## src/rtl/pcw_pkg.sv

```systemverilog
// Shared definitions for the PC write-enable generator: condition-select
// bit positions, the packed select type and the statistics counter width default.
package pcw_pkg;

  localparam int SEL_LTE = 0;
  localparam int SEL_GT  = 1;
  localparam int SEL_EQ  = 2;
  localparam int SEL_NE  = 3;

  localparam int CNT_W_DEF = 16;

  typedef logic [3:0] sel_t;

  // More than one condition select asserted in the same cycle.
  function automatic logic sel_conflict(input sel_t s);
    return ($countones(s) > 1);
  endfunction

endpackage

```

## src/rtl/pcw_sat_counter.sv

```systemverilog
// Saturating up-counter used for the optional branch statistics.
// Holds at all-ones instead of wrapping; async active-low reset to zero.
module pcw_sat_counter #(
  parameter int CNT_W = 16
) (
  input  logic             clk,
  input  logic             rst_n,
  input  logic             inc,
  output logic [CNT_W-1:0] count
);

  localparam logic [CNT_W-1:0] ONE = {{(CNT_W-1){1'b0}}, 1'b1};
  localparam logic [CNT_W-1:0] MAX = {CNT_W{1'b1}};

  function automatic logic [CNT_W-1:0] sat_inc(input logic [CNT_W-1:0] v);
    return (v == MAX) ? v : v + ONE;
  endfunction

  // Count register: advance by one on inc, stick at the maximum.
  always_ff @(posedge clk or negedge rst_n) begin
    if (!rst_n) begin
      count <= '0;
    end else if (inc) begin
      count <= sat_inc(count);
    end
  end

endmodule

```

## src/rtl/pc_write_logic.sv

```systemverilog
// PC load-enable generator for the multicycle datapath. pc_write and
// cond_taken are purely combinational (reset does not touch them); the
// last-taken flag, sticky select-conflict error and, when PCW_STATS_EN is
// defined, the taken/evaluated saturating counters are registered.
module pc_write_logic
  import pcw_pkg::*;
#(
  parameter int CNT_W = CNT_W_DEF
) (
  input  logic             clk,
  input  logic             rst_n,
  input  logic             lte_c,
  input  logic             gt_c,
  input  logic             eq_c,
  input  logic             ne_c,
  input  logic             gt,
  input  logic             eq,
  input  logic             pc_wr,
  input  logic             err_clr,
  output logic             pc_write,
  output logic             cond_taken,
  output logic             last_taken_q,
  output logic             sel_err_q,
  output logic [CNT_W-1:0] taken_cnt,
  output logic [CNT_W-1:0] eval_cnt
);

  sel_t sel;
  logic any_sel;
  logic multi_sel;

  // Gather the condition selects and evaluate the branch condition.
  always_comb begin
    sel          = '0;
    sel[SEL_LTE] = lte_c;
    sel[SEL_GT]  = gt_c;
    sel[SEL_EQ]  = eq_c;
    sel[SEL_NE]  = ne_c;
    cond_taken   = (sel[SEL_LTE] & ~gt) | (sel[SEL_GT] & gt) |
                   (sel[SEL_EQ] & eq)   | (sel[SEL_NE] & ~eq);
    pc_write     = pc_wr | cond_taken;
    any_sel      = |sel;
    multi_sel    = sel_conflict(sel);
  end

  // Remember the outcome of the most recent conditional evaluation.
  always_ff @(posedge clk or negedge rst_n) begin
    if (!rst_n) begin
      last_taken_q <= 1'b0;
    end else if (any_sel) begin
      last_taken_q <= cond_taken;
    end
  end

  // Sticky conflict flag; a new conflict beats a simultaneous clear.
  always_ff @(posedge clk or negedge rst_n) begin
    if (!rst_n) begin
      sel_err_q <= 1'b0;
    end else if (multi_sel) begin
      sel_err_q <= 1'b1;
    end else if (err_clr) begin
      sel_err_q <= 1'b0;
    end
  end

`ifdef PCW_STATS_EN
  pcw_sat_counter #(.CNT_W(CNT_W)) u_taken_cnt (
    .clk   (clk),
    .rst_n (rst_n),
    .inc   (cond_taken),
    .count (taken_cnt)
  );

  pcw_sat_counter #(.CNT_W(CNT_W)) u_eval_cnt (
    .clk   (clk),
    .rst_n (rst_n),
    .inc   (any_sel),
    .count (eval_cnt)
  );
`else
  assign taken_cnt = '0;
  assign eval_cnt  = '0;
`endif

endmodule

```

## config.mk

```make
export PLATFORM = sky130hd
export DESIGN_NAME = pc_write_logic
export DESIGN_NICKNAME = d
export VERILOG_FILES = /design/src/rtl/pcw_pkg.sv /design/src/rtl/pcw_sat_counter.sv /design/src/rtl/pc_write_logic.sv
export SDC_FILE = /design/constraint.sdc
export NUM_CORES = 1
export LEC_CHECK = 0
export CORE_MARGIN = 2
export CORE_UTILIZATION = 30
export CTS_BUF_LIST = sky130_fd_sc_hd__clkbuf_8
export CTS_CLUSTER_DIAMETER = 50
export DETAILED_ROUTE_END_ITERATION = 6
export GPL_TIMING_DRIVEN = 0
export PLACE_DENSITY_LB_ADDON = 0.08
export SYNTH_ARGS = -nofsm -noshare
export SYNTH_HDL_FRONTEND = slang
export SYNTH_SLANG_ARGS = --single-unit
```

## constraint.sdc

```tcl
create_clock -name clk -period 1.5 [get_ports clk]
set_clock_uncertainty 0.1 [all_clocks]
set_input_delay 0.15 -clock clk [delete_from_list [all_inputs] [get_ports clk]]
set_output_delay 0.15 -clock clk [all_outputs]
set_load 0.1 [all_outputs]
```

### Word-level counts from Yosys, hierarchy flattened

Index checks and enable logic that the tools add are counted.

| word-level totals | value |
|---|---|
| output and inout port bits | 36 |
| logic and storage cells | 20 |
| bits of input ports | 10 |
| bits in registers | 2 |

| cells by class | value |
|---|---|
| order comparisons | 1 |
| mux-type cells | 2 |
| reduce and logical (&&, ||, !) cells | 2 |
| $add $sub $neg | 3 |
| bitwise operators | 10 |

Operator list:

| operator | number |
|---|---|
| $add A1 B1 Y2 | 2 |
| $and A1 B1 Y1 | 4 |
| $or A1 B1 Y1 | 4 |
| $reduce_or A4 Y1 | 1 |
| $add A2 B2 Y3 | 1 |
| $gt A3 B1 Y1 const B | 1 |
| $mux W1 | 2 |
| $not A1 Y1 | 2 |
| $reduce_bool A2 Y1 | 1 |

### Logic depth before layout (Yosys ltp)

| logic depth | value |
|---|---|
| depth after elaboration | 6 |
| gate-level depth with buffers | 4 |
| depth with buffers taken out | 4 |

### Worst setup path before layout

No wires, ideal clock.

| timing | value |
|---|---|
| path kind | input port to output port |
| from | input gt |
| to | output pc_write |
| setup slack | 0.102 ns |
| required time | 1.250 ns |
| cell stages on the path | 2 |
| buffers on the path | 0 |
| data arrival time | 1.148 ns |
| cell sequence | mux2i_1 -> nand3b_1 |

| between the ends | value |
|---|---|
| cells in the longest elaborated chain, start to end | 6 |
| elaborated cells on any way between the ends | 7 |
| classes of those cells | bitwise (7) |

Ends and longest elaborated chain:

| what | line | source |
|---|---|---|
| from (decl) | pc_write_logic.sv:16 | `input logic gt,` |
| $not A1 Y1 | pc_write_logic.sv:39 | `cond_taken = (sel[SEL_LTE] & ~gt) \| (sel[SEL_GT] & gt) \|` |
| $and A1 B1 Y1 | pc_write_logic.sv:39 |  |
| $or A1 B1 Y1 * (2 in series) | pc_write_logic.sv:39 |  |
| $or A1 B1 Y1 * | pc_write_logic.sv:40 | `(sel[SEL_EQ] & eq) \| (sel[SEL_NE] & ~eq);` |
| $or A1 B1 Y1 * | pc_write_logic.sv:41 | `pc_write = pc_wr \| cond_taken;` |
| to (decl) | pc_write_logic.sv:20 | `output logic pc_write,` |

Every way passes the cells marked *; elsewhere a longest branch is shown, timed or not.

### Worst setup path after layout

| timing | value |
|---|---|
| from | input gt_c |
| to | output pc_write |

| between the ends | value |
|---|---|
| cells in the longest elaborated chain, start to end | 5 |

Ends and longest elaborated chain:

| what | line | source |
|---|---|---|
| from (decl) | pc_write_logic.sv:13 | `input logic gt_c,` |
| $and A1 B1 Y1 | pc_write_logic.sv:39 |  |
| $or A1 B1 Y1 (2 in series) | pc_write_logic.sv:39 |  |
| $or A1 B1 Y1 | pc_write_logic.sv:40 |  |
| $or A1 B1 Y1 | pc_write_logic.sv:41 |  |

No other way between the ends.

==> summary.txt <==
Setup path
  • Type of the worst setup path: in -> out
  • CP Max Fanout: 3
  • Crit end category: primary output
  • Critical path launch point type: input port
  • Worst path required time: about 1.3 ns
  • Critical path arrival: approximately 1.2 ns
  • Cell depth of the worst flop-to-flop path: 2

Clock network
  • Num CTS Buffers: 3
  • Clock sink total: 2
  • Reg clk slew, reported paths: roughly 0.03 ns
  • CTS tree: done
  • Clk buf depth: 2
  • Post-CTS Setup Bufs: 0
  • CTS HTree Levels: 1
  • CTS Hold Bufs: 0
  • Clk Latency, worst-skew pair: around 0.2 ns
  • Clk root buf: clkbuf_8

Detailed routing
  • Pre-antenna DRT Iters: 2
  • Post-DR wirelength/cell: 6.41 µm
  • DRC viols: 0
  • DR iter-0 viols: 1
  • Antenna Nets Post-Route: 0
  • Via count: ~340
  • Vias per Instance: between 2 and 3
  • Final wirelength: approximately 720 µm

Placed design
  • Dpl hpwl: between 600 and 700 µm
  • IO buf count: 13
  • RD Place Congestion: between 0.6 and 0.7

Power and ir drop
  • Clock network power share: 25.1%
  • PnR Total Power: 0.818 mW
  • PD cells: 1090 mW/mm²
  • Combinational share of power: about two thirds
  • Switching Share: between 50% and 60%
  • VDD IR max: just under 500 µV
  • Seq pwr share: approximately 7.6%
  • Psw: between 0.4 and 0.5 mW
  • P_leak: between 0.4 and 0.5 nW
  • Internal: ~0.33 mW

Synthesis
  • Dominant cell type by area after synthesis: buf_4
  • Syn_area_per_cell: ~8 µm²
  • Cell variety after synth: 13
  • YS warnings: 0
  • FFs w/ async S/R, synth: 100%
  • Synthesized flop and latch total: 2
  • Number of synthesized flops with an enable pin: 0
  • Most frequent cell after synthesis: buf_4
  • Mapped Area: 409 µm²
  • Yosys top cell area share: about three fifths
  • Mapped Cells: 50
  • Sequential share of the synthesized area: around an eighth
  • Synth area leaders: buf_4 59%, dfrtp_1 12%, fa_1 4.9%, mux2i_1 4.9%, inv_1 4.6%
  • Commonest cells in the netlist: 32 x buf_4, 5 x inv_1, 2 x dfrtp_1, 2 x mux2i_1
  • Top FF cell, synth: dfrtp_1

Hold path
  • Hold Crit Class: in -> async

Flow run
  • Maxcap violations: 0

Cells and area
  • Area Growth Syn to Fin: 82.6%
  • Final net count: 111
  • Fin util: about three fifths
  • Layout cells sized above 1: a little over two fifths
  • Antenna diodes: 0

STA
  • # setup viols final: 0
  • Crit path time final: 1.42 ns
  • Worst Tran Pin Value: roughly 0.54 ns
  • Slew Limit Fails: 0
  • RSZ-0062 raised after global routing: false
  • Final period util: a little over nine tenths
  • Min Hold Slack: a little over 0.01 ns
  • Max-slew headroom: 64.1%
  • Setup TNS: 0 ns
  • Max Freq: approximately 700 MHz
  • Count of final hold-check violations: 0

Floorplanning
  • Die Footprint: approximately 0.0017 mm²
  • Die X-Extent: 40.9 µm
  • Height of the die: between 40 and 50 µm
  • Initial Utilization: about a third
  • # rows: 13
  • Core region area: between 0.001 and 0.0015 mm²
  • Io pins: 46

Global route
  • GRT Residual Overflow: 0
  • Largest net degree at the start of global routing: 5
  • First-pass GRT wire length: about 990 µm
  • Initial antenna violation count: 0
  • Vias in the first global route: around 250
  • Gr usage total: ~10%

Status
  • Status: completed
==> sequential cells by signal (all words and copies together), names as in the netlist <==
signal and cells:
last_taken_q 1, sel_err_q 1
==> worst max-delay path, stage by stage <==
cell and delay (ns):
clkdlybuf4s50_1 0.44, mux2i_2 0.23, nand3b_1 0.16, buf_12 0.20
==> metal layers <==
layer	up-vias	routed length, µm	GRT usage [%]
li1	185	-	-
met1	126	221	8.47
met2	24	380	15.6
met3	0	117	7.07
met4	0	0	7.50
met5	-	0	0
==> final timing paths <==
| check | start | slack, ns | end |
|---|---|---|---|
| hold reg to reg | sel_err_q | 0.46 | sel_err_q |
| hold / removal | rst_n | 0.01 | sel_err_q |
| setup / recovery | gt_c | 0.08 | pc_write |
| max in group asynchronous | rst_n | 1.17 | last_taken_q |
| min in group clk | eq_c | 0.25 | sel_err_q |
| setup reg to reg | last_taken_q | 0.59 | last_taken_q |
==> stage by stage <==
step | std cells | setup slack, ns | cell area (µm²)
after CTS | 112 | -0.00984 | 724
after global routing | 112 | 0.0198 | 747
after detailed placement | 109 | -0.786 | 674
final | 112 | 0.0750 | 747
after floorplan | 81 | 0.102 | 526
after global placement | 109 | -0.782 | 674
==> area by class of cell <==
cell class	count	area, µm²
multi-input cells	42	224
inverters	5	18.8
fillers	131	538
flip-flops and latches	2	50.0
well taps	15	18.8
plain buffers	32	240
repair buffers	13	154
clock buffers	3	41.3
==> placed cells by master, fill, tap and decap left out, types with 2 or more instances in the layout <==
cell type / Yosys / layout
dlymetal6s2s_1: 0 / 4
mux2i_2: 0 / 2
dfrtp_1: 2 / 2
buf_4: 32 / 32
clkbuf_8: 0 / 3
clkdlybuf4s15_2: 0 / 2
clkdlybuf4s50_1: 0 / 5
inv_1: 5 / 5
conb_1: 1 / 32
==> power groups by stage <==
stage | clock network, mW | logic (mW) | registers, mW
final | 0.205 | 0.551 | 0.0623
after global routing | 0.231 | 0.571 | 0.0627
after CTS | 0.211 | 0.544 | 0.0624
after detailed placement | 0 | 0.542 | 0.0629
after global placement | 0 | 0.541 | 0.0625
after floorplan | 0 | 0.457 | 0.0997
==> cell families (layout without fill, tap and decap cells) <==
group / Yosys count / count (layout) / synth area share, %
compound gates: 2 / 2 / 3.67
fa+ha+maj: 2 / 2 / 7.95
buf+inv: 37 / 53 / 63.3
flops: 2 / 2 / 12.2
mux: 2 / 2 / 4.89
other cells: 1 / 32 / 0.917
simple gates: 4 / 4 / 7.03
==> repair_timing <==
| action | 4_1_cts | 5_1_grt |
|---|---|---|
| setup endpoints to repair | 4 | 2 |
| pin swaps | 0 | 0 |
| gates resized for setup | 21 | 7 |
(Power assumes the default switching activity.)
